File: src/rtl/mult_share_arb_if.sv
// mult_share_arb_if: requester-side handshake and result bus of the shared multiplier.
interface mult_share_arb_if #(parameter int SIZE = 8);
    logic              req0;
    logic [SIZE-1:0]   a0;
    logic [SIZE-1:0]   b0;
    logic              gnt0;
    logic              req1;
    logic [SIZE-1:0]   a1;
    logic [SIZE-1:0]   b1;
    logic              gnt1;
    logic [2*SIZE-1:0] out;
    logic              out_valid;
    logic              out_id;
    logic              busy;

    modport master (
        output req0, a0, b0, req1, a1, b1,
        input  gnt0, gnt1, out, out_valid, out_id, busy
    );

    modport slave (
        input  req0, a0, b0, req1, a1, b1,
        output gnt0, gnt1, out, out_valid, out_id, busy
    );
endinterface

File: src/rtl/mult_share_arb.sv
// mult_share_arb: round-robin shares one SIZE x SIZE multiplier between two requesters.
module mult_share_arb #(
    parameter int SIZE = 8
) (
    input logic              clk,
    input logic              reset,
    mult_share_arb_if.slave  bus
);
    typedef enum logic {IDLE, MUL} state_t;

    state_t          state;
    logic [SIZE-1:0] opa;
    logic [SIZE-1:0] opb;
    logic            id;
    logic            last;
    logic            pick1;

    // On contention the requester that was not served last wins.
    assign pick1 = bus.req1 & (~bus.req0 | ~last);

    always_ff @(posedge clk or posedge reset) begin
        if (reset) begin
            state         <= IDLE;
            opa           <= '0;
            opb           <= '0;
            id            <= 1'b0;
            last          <= 1'b1;
            bus.gnt0      <= 1'b0;
            bus.gnt1      <= 1'b0;
            bus.out       <= '0;
            bus.out_valid <= 1'b0;
            bus.out_id    <= 1'b0;
            bus.busy      <= 1'b0;
        end else if (state == IDLE) begin
            bus.gnt0      <= bus.req0 & ~pick1;
            bus.gnt1      <= pick1;
            bus.out_valid <= 1'b0;
            if (bus.req0 | bus.req1) begin
                opa      <= pick1 ? bus.a1 : bus.a0;
                opb      <= pick1 ? bus.b1 : bus.b0;
                id       <= pick1;
                last     <= pick1;
                bus.busy <= 1'b1;
                state    <= MUL;
            end
        end else begin
            bus.gnt0      <= 1'b0;
            bus.gnt1      <= 1'b0;
            bus.out       <= {{SIZE{1'b0}}, opa} * {{SIZE{1'b0}}, opb};
            bus.out_id    <= id;
            bus.out_valid <= 1'b1;
            bus.busy      <= 1'b0;
            state         <= IDLE;
        end
    end
endmodule

File: src/flat_wrapper.sv
// flat-port wrapper written by rule: the top's interface ports become plain ports
module mult_share_arb_flat 
#(
    parameter int SIZE = 8
)
  (clk, reset, bus_req0, bus_a0, bus_b0, bus_req1, bus_a1, bus_b1, bus_gnt0, bus_gnt1, bus_out, bus_out_valid, bus_out_id, bus_busy);
  mult_share_arb_if #(.SIZE(SIZE)) bus_i ();
  input logic clk;
  input logic reset;
  input wire logic [$bits(bus_i.req0)-1:0] bus_req0;
  input wire logic [$bits(bus_i.a0)-1:0] bus_a0;
  input wire logic [$bits(bus_i.b0)-1:0] bus_b0;
  input wire logic [$bits(bus_i.req1)-1:0] bus_req1;
  input wire logic [$bits(bus_i.a1)-1:0] bus_a1;
  input wire logic [$bits(bus_i.b1)-1:0] bus_b1;
  output wire logic [$bits(bus_i.gnt0)-1:0] bus_gnt0;
  output wire logic [$bits(bus_i.gnt1)-1:0] bus_gnt1;
  output wire logic [$bits(bus_i.out)-1:0] bus_out;
  output wire logic [$bits(bus_i.out_valid)-1:0] bus_out_valid;
  output wire logic [$bits(bus_i.out_id)-1:0] bus_out_id;
  output wire logic [$bits(bus_i.busy)-1:0] bus_busy;
  assign bus_i.req0 = bus_req0;
  assign bus_i.a0 = bus_a0;
  assign bus_i.b0 = bus_b0;
  assign bus_i.req1 = bus_req1;
  assign bus_i.a1 = bus_a1;
  assign bus_i.b1 = bus_b1;
  assign bus_gnt0 = bus_i.gnt0;
  assign bus_gnt1 = bus_i.gnt1;
  assign bus_out = bus_i.out;
  assign bus_out_valid = bus_i.out_valid;
  assign bus_out_id = bus_i.out_id;
  assign bus_busy = bus_i.busy;
  mult_share_arb #(.SIZE(SIZE)) u_core (.clk(clk), .reset(reset), .bus(bus_i));
endmodule
File: config.mk
export PLATFORM = sky130hd
export DESIGN_NAME = mult_share_arb_flat
export DESIGN_NICKNAME = d
export VERILOG_FILES = /design/src/rtl/mult_share_arb_if.sv /design/src/rtl/mult_share_arb.sv /design/src/flat_wrapper.sv
export SDC_FILE = /design/constraint.sdc
export NUM_CORES = 1
export LEC_CHECK = 0
export CAP_MARGIN = 40
export CORE_ASPECT_RATIO = 1.25
export CORE_MARGIN = 2
export CORE_UTILIZATION = 50
export DETAILED_ROUTE_END_ITERATION = 6
export GPL_ROUTABILITY_DRIVEN = 0
export PLACE_DENSITY = 0.75
export RECOVER_POWER = 50
export SLEW_MARGIN = 10
export SYNTH_ARGS = -nofsm -noshare
export SYNTH_HDL_FRONTEND = slang
export SYNTH_SLANG_ARGS = --single-unit
File: constraint.sdc
create_clock -name clk -period 10.1 [get_ports clk]
set_clock_uncertainty 0.15 [all_clocks]
set_input_delay 1.01 -clock clk [delete_from_list [all_inputs] [get_ports clk]]
set_output_delay 1.01 -clock clk [all_outputs]
set_load 0.005 [all_outputs]
# == Yosys cells after proc, flatten, opt, wreduce, memory -nomap -nowiden ==
# Cells that the tools add are included.
# classes
mul,1
n_mux,9
n_bitwise,8
n_reduce_logical,2
# op_table
operator,n
$mul 8x8->16,1
$mux 8,2
$mux 1,7
$not 1->1,4
$and 1x1->1,2
$or 1x1->1,2
$reduce_and 2->1,1
$reduce_bool 2->1,1
# word_totals
register_bits,40
in_bits,36

# == Depth between registers and ports, before layout ==
# Gate-level depths: netlist of run 1.
# logic_depth
depth_word,6
ltp_mapped,16

# == Worst setup path after synthesis of run 1 ==
# Ideal clock, no wire load.
# synth_timing
path_kind,reg-to-reg
startpoint,register u_core.opb[7]
endpoint,register u_core.bus.out[12]
setup_time_ns,0.125
arrival_time_ns,4.031
setup_slack_ns,5.794
path_stages_with_launch,15
path_cell_list,dfrtp_1 clkbuf_1 and2_1 fa_1 fa_1 fa_1 inv_1 fa_1 inv_1 ha_1 a21oi_2 o211ai_2 a31oi_1 xnor2_1 mux2_4
# synth_via
elab_chain_len,1
# synth_rtl
item,line_no,text
"start, declared",mult_share_arb.sv:13,logic [SIZE-1:0] opb;
"start signal, assigned",mult_share_arb.sv:40,opb <= pick1 ? bus.b1 : bus.b0;
$mul 8x8->16,mult_share_arb.sv:49,"bus.out <= {{SIZE{1'b0}}, opa} * {{SIZE{1'b0}}, opb};"
"end signal, assigned",mult_share_arb.sv:49,
"end, declared",mult_share_arb_if.sv:23,"output gnt0, gnt1, out, out_valid, out_id, busy"
# No other way between the ends.
# A chain may end at the register's enable or synchronous reset.

# == Worst setup path in the final report of run 1 ==
# layout_timing
startpoint,register u_core.opb[4]
endpoint,register u_core.bus.out[12]
# The elaborated chain is that of the path after synthesis.

==> results of run 1 <==
state kept, by name, summed over array words and instances, names as in the netlist:
signal and count:
u_core.bus.out 16, u_core.opa 8, u_core.opb 8, u_core.bus.busy 1
u_core.bus.gnt0 1, u_core.bus.gnt1 1, u_core.bus.out_id 1, u_core.bus.out_valid 1
u_core.id 1, u_core.last 1, u_core.state 1
layer usage:
layer | GRT usage (%) | part of all wire (%)
met5 | 0 | 0
met4 | 6.13 | 2.1
met3 | 2.43 | 1.8
met2 | 35.0 | 56
met1 | 25.8 | 41
synthesized netlist by cell type, drive strengths merged, types with 3 or more instances:
cell     n  area share, %
and2    46            7.8
nand2   46            4.7
a21o     5            1.2
fa      36             20
xnor2    8            1.9
dfrtp   39             26
buf      4            1.0
o211ai   3           0.88
inv     53            5.4
a21oi   12            1.8
ha      36             12
o21ai   23            3.1
clkbuf   6           0.61
mux2    12            3.9
mux2i   16            4.3
layout by cell type (no fill, tap or decap), drive strengths merged, types with 8 or more instances in the layout:
master and n:
clkdlybuf4s50 54, inv 53, nand2 46, and2 46, dfrtp 39, fa 36, ha 36, o21ai 23
mux2i 16, a21oi 12, mux2 12, xnor2 8, clkbuf 8
through the flow:
step	total power [mW]	instances	instance area (µm²)	worst slack [ns]	util, %
after CTS	1.26	520	4480	5.58	61.6
final	1.24	520	4460	5.58	61.4
after global routing	1.38	520	4460	5.31	61.4
after floorplan	0.884	370	3690	5.79	-
after detailed placement	1.11	512	4360	5.62	59.9
after global placement	1.09	510	4330	5.68	59.6
cell type report:
type	instances	area, µm²	area share, %
Sequential cell	40	1000	22.5
Tap cell	92	115	2.58
Clock inverter	2	38.8	0.869
Inverter	53	199	4.46
Clock buffer	6	82.6	1.85
Multi-Input combinational cell	267	2430	54.5
Timing Repair Buffer	60	594	13.3
critical path: cells and delay by family (launching register included):
family,cells,cell delay (ns)
XOR/XNOR,1,0.09
buffers and inverters,4,0.21
AND/OR/NAND/NOR,1,0.22
flip-flops,1,0.48
adder cells (fa/ha/maj),5,2.41
AO/OA/AOI/OAI,3,0.60
multiplexers,1,0.26
where the power goes:
group	total, mW	switching (mW)	internal, mW
registers	0.258	0.0476	0.210
clock network	0.142	0.0610	0.0809
logic	0.838	0.428	0.410
worst max-delay path by stage:
stage | endpoint | slack (ns) | depth (start not counted)
detailed placement | u_core.bus.out[12] | 5.62 | 15
global placement | u_core.bus.out[12] | 5.68 | 13
finish | u_core.bus.out[12] | 5.58 | 15
CTS | u_core.bus.out[12] | 5.58 | 15
global route | u_core.bus.out[12] | 5.31 | 15
floorplan | u_core.bus.out[12] | 5.79 | 14
kinds of logic (layout without fill, tap and decap cells):
logic type,count (synthesis),count (layout)
buf+inv,63,121
fa+ha+maj,72,72
simple gates,106,106
flops,40,40
compound gates,52,52
mux,28,28
xor+xnor,9,9
==> impl_metrics.yaml, run 1 <==
logic_synthesis:
  synth_fp_nets: 478
  synth-simple-area-share_pct: 14.6
  synth-edff-count: 0
  postSynthAreaPerCell_um2: 9.98
  synth-seq-area-share_pct: 27.1
  synth_flop_cell: "dfrtp_1"
  synthAdderAreaFrac_pct: 31.7
  synth-async-reset-ratio_pct: 100
  yosysWarnings: 0
  synth_xor_area_share_pct: 2.13
  synth_mux_area_share_pct: 8.20
  synth_top_family_by_area: "adder cells"
  ys_ff_latch: 40
  syn_area_um2: 3690
  ys_types: 41
  netlist_instances: 370
  synth_compound_area_share_pct: 9.15
worst_setup_path:
  start_kind: "flop"
  cp-end-kind: "flop"
  cp_slowest_cell: "fa_1"
  crit_path_start: "u_core.opb[4]"
  critPathRequiredTime_ns: 10.14
  r2r_setup_slack_ns: 5.58
  criticalPathCategory: "flop to flop"
  rr_endpoint: "u_core.bus.out[12]"
  crit_fanout: 9
  reg2reg_depth: 15
  max_stage_delay_ns: 0.53
  reg2reg_from: "u_core.opb[4]"
  path_cells: "and2_1 -> fa_1 -> inv_1 -> fa_1 -> inv_1 -> fa_1 -> inv_1 -> fa_1 -> inv_1 -> ha_1 -> a21oi_1 -> o211ai_2 -> a31oi_1 -> xnor2_1 -> mux2_4"
  cp.arrival_ns: 4.56
placement:
  dp_hpwl_mm: 5.84
  port_buffers: 56
hold_path:
  hold_class: "flop to flop"
  worstHoldEndpoint: "u_core.id"
  holdPathStages: 1
  hold_start: "u_core.id"
timing:
  fmax_mhz: 221
  finalCritPeriodShare_pct: 44.7
  rsz0062_at_grt: "false"
  slew_headroom_pct: -43.2
  hold_viol: 0
  finalMaxSlewViolations: 41
  timing.hold.ws_ns: 0.334
  setup_viol: 0
  worstMarginPinSlew_ns: 2.15
  finalCriticalPeriod_ns: 4.52
  fin_setup_tns_ns: 0
die:
  io_pins: 57
  dieArea_um2: 8090
  rows: 35
  core_um2: 7270
  fp.dieH_um: 100
  die_x_um: 80.9
  start_util_pct: 50.8
status:
  outcome: "finished, violations left"
  violations: "capacitance limit, slew limit"
job:
  drv_cap: 1
routing:
  wirelength_mm: 7.24
  detail-route-antenna-nets: 0
  drt_iter0_drc: 81
  firstDrtPassIters: 4
  routedWlPerCell_um: 13.9
  drc_errors: 0
  via_per_inst: 5.11
  vias: 2656
clock_tree:
  clockBufferDepth: 2
  cts_setup_buffers: 0
  h-tree-depth: 2
  clockRootBuffer: "clkbuf_8"
  numCtsBuffers: 5
  cts.sinks: 40
  post_cts_resized: 0
  path_clk_slew_ns: 0.09
  cts_hold_buf: 0
  cts_tree: "built"
  clk_latency_ns: 0.29
pwr:
  power-per-cell-area_nw_per_um2: 277
  power_leakage_nw: 2.18
  irDropWorstVdd_uv: 165
global_route:
  grt_max_degree: 41
  grt_pass1_vias: 2752
  grt_pass1_wl_mm: 12.7
  grt_overflow: 0
  track_usage_pct: 20.0
  antenna_found_initial: 0
cells_and_area:
  area_growth_syn_to_layout_pct: 20.9
  nets: 535
  layout-drive-gt1-share_pct: 7.48
  antennaDiodeCount: 0
  n_fill_cell: 646
Power figures use the tool's default switching activity.
==> run 2, diff against run 1 <==
clock period = 4.6 ns   (was 10.1 ns; I/O delays follow)
==> run 2 against run 1 <==
  * The run still ends with capacitance limit, slew limit left
  * Final cell count grew 1.2%
  * Count of clock-buffer cells in the layout shrank 1
  * Combinational power grew 130%
  * Worst hold slack lost 0.0013 ns
  * Non-clock buffer count grew 6
  * Utilization grew 1.0 points
  * Register-to-register slack lost 5.4 ns
  * First-iteration DRC count grew 17%
  * Maximum frequency grew 1.8%
  * Largest power group unchanged
  * Highest routed layer unchanged
==> impl_metrics.yaml, run 2 (same netlist as run 1, synthesis figures left out) <==
die:
  die_x_um: 80.9
  start_util_pct: 50.8
  dieArea_um2: 8090
  fp.dieH_um: 100
  core_um2: 7270
  io_pins: 57
  rows: 35
routing:
  detail-route-antenna-nets: 0
  drt_iter0_drc: 95
  drc_errors: 0
  via_per_inst: 5.18
  firstDrtPassIters: 4
  routedWlPerCell_um: 14.2
  wirelength_mm: 7.46
  vias: 2725
pwr:
  p_comb_share_pct: 69.2
  power-per-cell-area_nw_per_um2: 619
  power_frac_seq_pct: 19.8
  pwr-share-clk_pct: 11.0
  irDropWorstVdd_uv: 339
  p_switching_mw: 1.23
  power_leakage_nw: 2.20
  intPower_mw: 1.58
  p_sw_share_pct: 43.9
cells_and_area:
  largest_reg_flops: 16
  nets: 541
  antennaDiodeCount: 0
  layout_common_cells: "clkdlybuf4s50_1 (54), inv_1 (52), nand2_1 (46)"
  final_util_pct: 62.4
  reg_top3: "u_core.bus.out: 16 flops, u_core.opa: 8 flops, u_core.opb: 8 flops"
  layout-drive-gt1-share_pct: 11.1
  max_flop_register: "u_core.bus.out"
  fin_area_um2: 4540
  layout_commonest_cell: "clkdlybuf4s50_1"
  n_fill_cell: 633
  fin_cells: 526
  area_growth_syn_to_layout_pct: 22.8
timing:
  finalMaxSlewViolations: 41
  finalCritPeriodShare_pct: 96.5
  slew_headroom_pct: -49.0
  setup_viol: 0
  finalCriticalPeriod_ns: 4.44
  worstMarginPinSlew_ns: 2.23
  fmax_mhz: 225
  rsz0062_at_grt: "true"
  hold_viol: 0
worst_setup_path:
  cp-end-kind: "flop"
  critPathRequiredTime_ns: 4.64
  cpLargestDelayFamily: "adder cells"
  rr_endpoint: "u_core.bus.out[12]"
  max_stage_delay_ns: 0.54
  criticalPathCategory: "flop to flop"
  cp_slowest_cell: "fa_1"
  cp.arrival_ns: 4.48
  reg2reg_from: "u_core.opb[7]"
  crit_fanout: 9
  reg2reg_depth: 13
  worst-path-buf-inv: 2
  r2r_setup_slack_ns: 0.16
  path_cells: "and2_1 -> fa_1 -> fa_1 -> fa_1 -> inv_1 -> fa_1 -> inv_1 -> ha_1 -> a21oi_2 -> o211ai_2 -> a31oi_2 -> xnor2_1 -> mux2_4"
  crit_path_frequent_cell: "fa_1"
  crit_path_start: "u_core.opb[7]"
  start_kind: "flop"
hold_path:
  worstHoldEndpoint: "u_core.id"
  hold_start: "u_core.id"
  holdPathStages: 1
  hold_class: "flop to flop"
global_route:
  track_usage_pct: 20.5
  grt_pass1_vias: 2862
  grt_pass1_wl_mm: 13.0
  grt_overflow: 0
  grt_max_degree: 41
  antenna_found_initial: 0
clock_tree:
  path_clk_slew_ns: 0.09
  cts.sinks: 40
  numCtsBuffers: 5
  clockBufferDepth: 2
  clockRootBuffer: "clkbuf_8"
  cts_tree: "built"
  cts_hold_buf: 0
  clk_latency_ns: 0.30
  cts_setup_buffers: 0
  h-tree-depth: 2
placement:
  dp.cells: 518
  dp_hpwl_mm: 6.03
  dpl-instance-area_um2: 4400
  port_buffers: 56
job:
  drv_cap: 1
status:
  outcome: "finished, violations left"
  violations: "capacitance limit, slew limit"
## run 2: cell count changes in the layout (fill, tap and decap cells not counted), sizes merged
| cell | before | now |
|---|---|---|
| clkinvlp | 0 | 1 |
| clkinv | 1 | 0 |
| buf | 2 | 8 |
| inv | 53 | 54 |
| clkbuf | 8 | 7 |
## run 2: what timing repair did
item / in CTS / in global routing
resized for setup: 0 / 9
hold endpoints to repair: 0 / 0
setup endpoints to repair: 0 / 3
## run 2: how the worst max path moves through the flow
stage,endpoint,cells past startpoint
after floorplan,u_core.bus.out[12],14
after global placement,u_core.bus.out[12],15
after detailed placement,u_core.bus.out[12],15
after CTS,u_core.bus.out[12],15
after global routing,u_core.bus.out[12],13
final,u_core.bus.out[12],13
## run 2: area by class of cell
class                   instances  area (µm²)  share of cell area, %
clock buffers                   5        68.8                   1.52
clock inverters                 3        46.3                   1.02
inverters                      53         199                   4.39
multi-input cells             267        2460                   54.2
flip-flops and latches         40        1010                   22.3
well taps                      92         115                   2.54
repair buffers                 66         639                   14.1
## run 2: metal layers
| layer | global-route usage, % | up-vias | part of all wire, % |
|---|---|---|---|
| met4 | 4.69 | 0 | 1.0 |
| met2 | 37.8 | 36 | 56 |
| met5 | 0 | - | 0 |
| li1 | - | 1320 | - |
| met1 | 25.0 | 1362 | 40 |
| met3 | 2.70 | 7 | 2.4 |
## run 2: worst register-to-register path, stage by stage, from the launching register on
cell and delay (ns):
dfrtp_2 0.47, and2_1 0.20, fa_1 0.51, fa_1 0.52, fa_1 0.54, inv_1 0.05, fa_1 0.53, inv_1 0.04
ha_1 0.35, a21oi_2 0.22, o211ai_2 0.16, a31oi_2 0.24, xnor2_1 0.09, mux2_4 0.26
## run 2: power groups by stage
stage	clock network, mW	registers [mW]	logic [mW]
2_1_floorplan	0	0.540	1.40
3_3_place_gp	0	0.555	1.85
3_5_place_dp	0	0.560	1.91
4_1_cts	0.311	0.555	1.92
5_1_grt	0.323	0.573	2.21
6_report	0.308	0.557	1.94
## run 2: metrics by stage
stage | setup WS, ns | hold slack [ns] | total power [mW] | setup TNS, ns
6_report | 0.162 | 0.333 | 2.81 | 0
5_1_grt | -0.0258 | 0.362 | 3.11 | -0.0258
4_1_cts | 0.0612 | 0.339 | 2.78 | 0
3_5_place_dp | 0.0710 | 0.318 | 2.47 | 0
3_3_place_gp | 0.194 | 0.309 | 2.41 | 0
2_1_floorplan | 0.294 | 0.224 | 1.94 | 0
==> run 3, diff against run 2 <==
SKIP_CTS_REPAIR_TIMING = 1   (was default)
SLEW_MARGIN = default   (was 10)
==> results of run 3 <==
No change in the layout: final DEF, timing and power equal those of run 2.
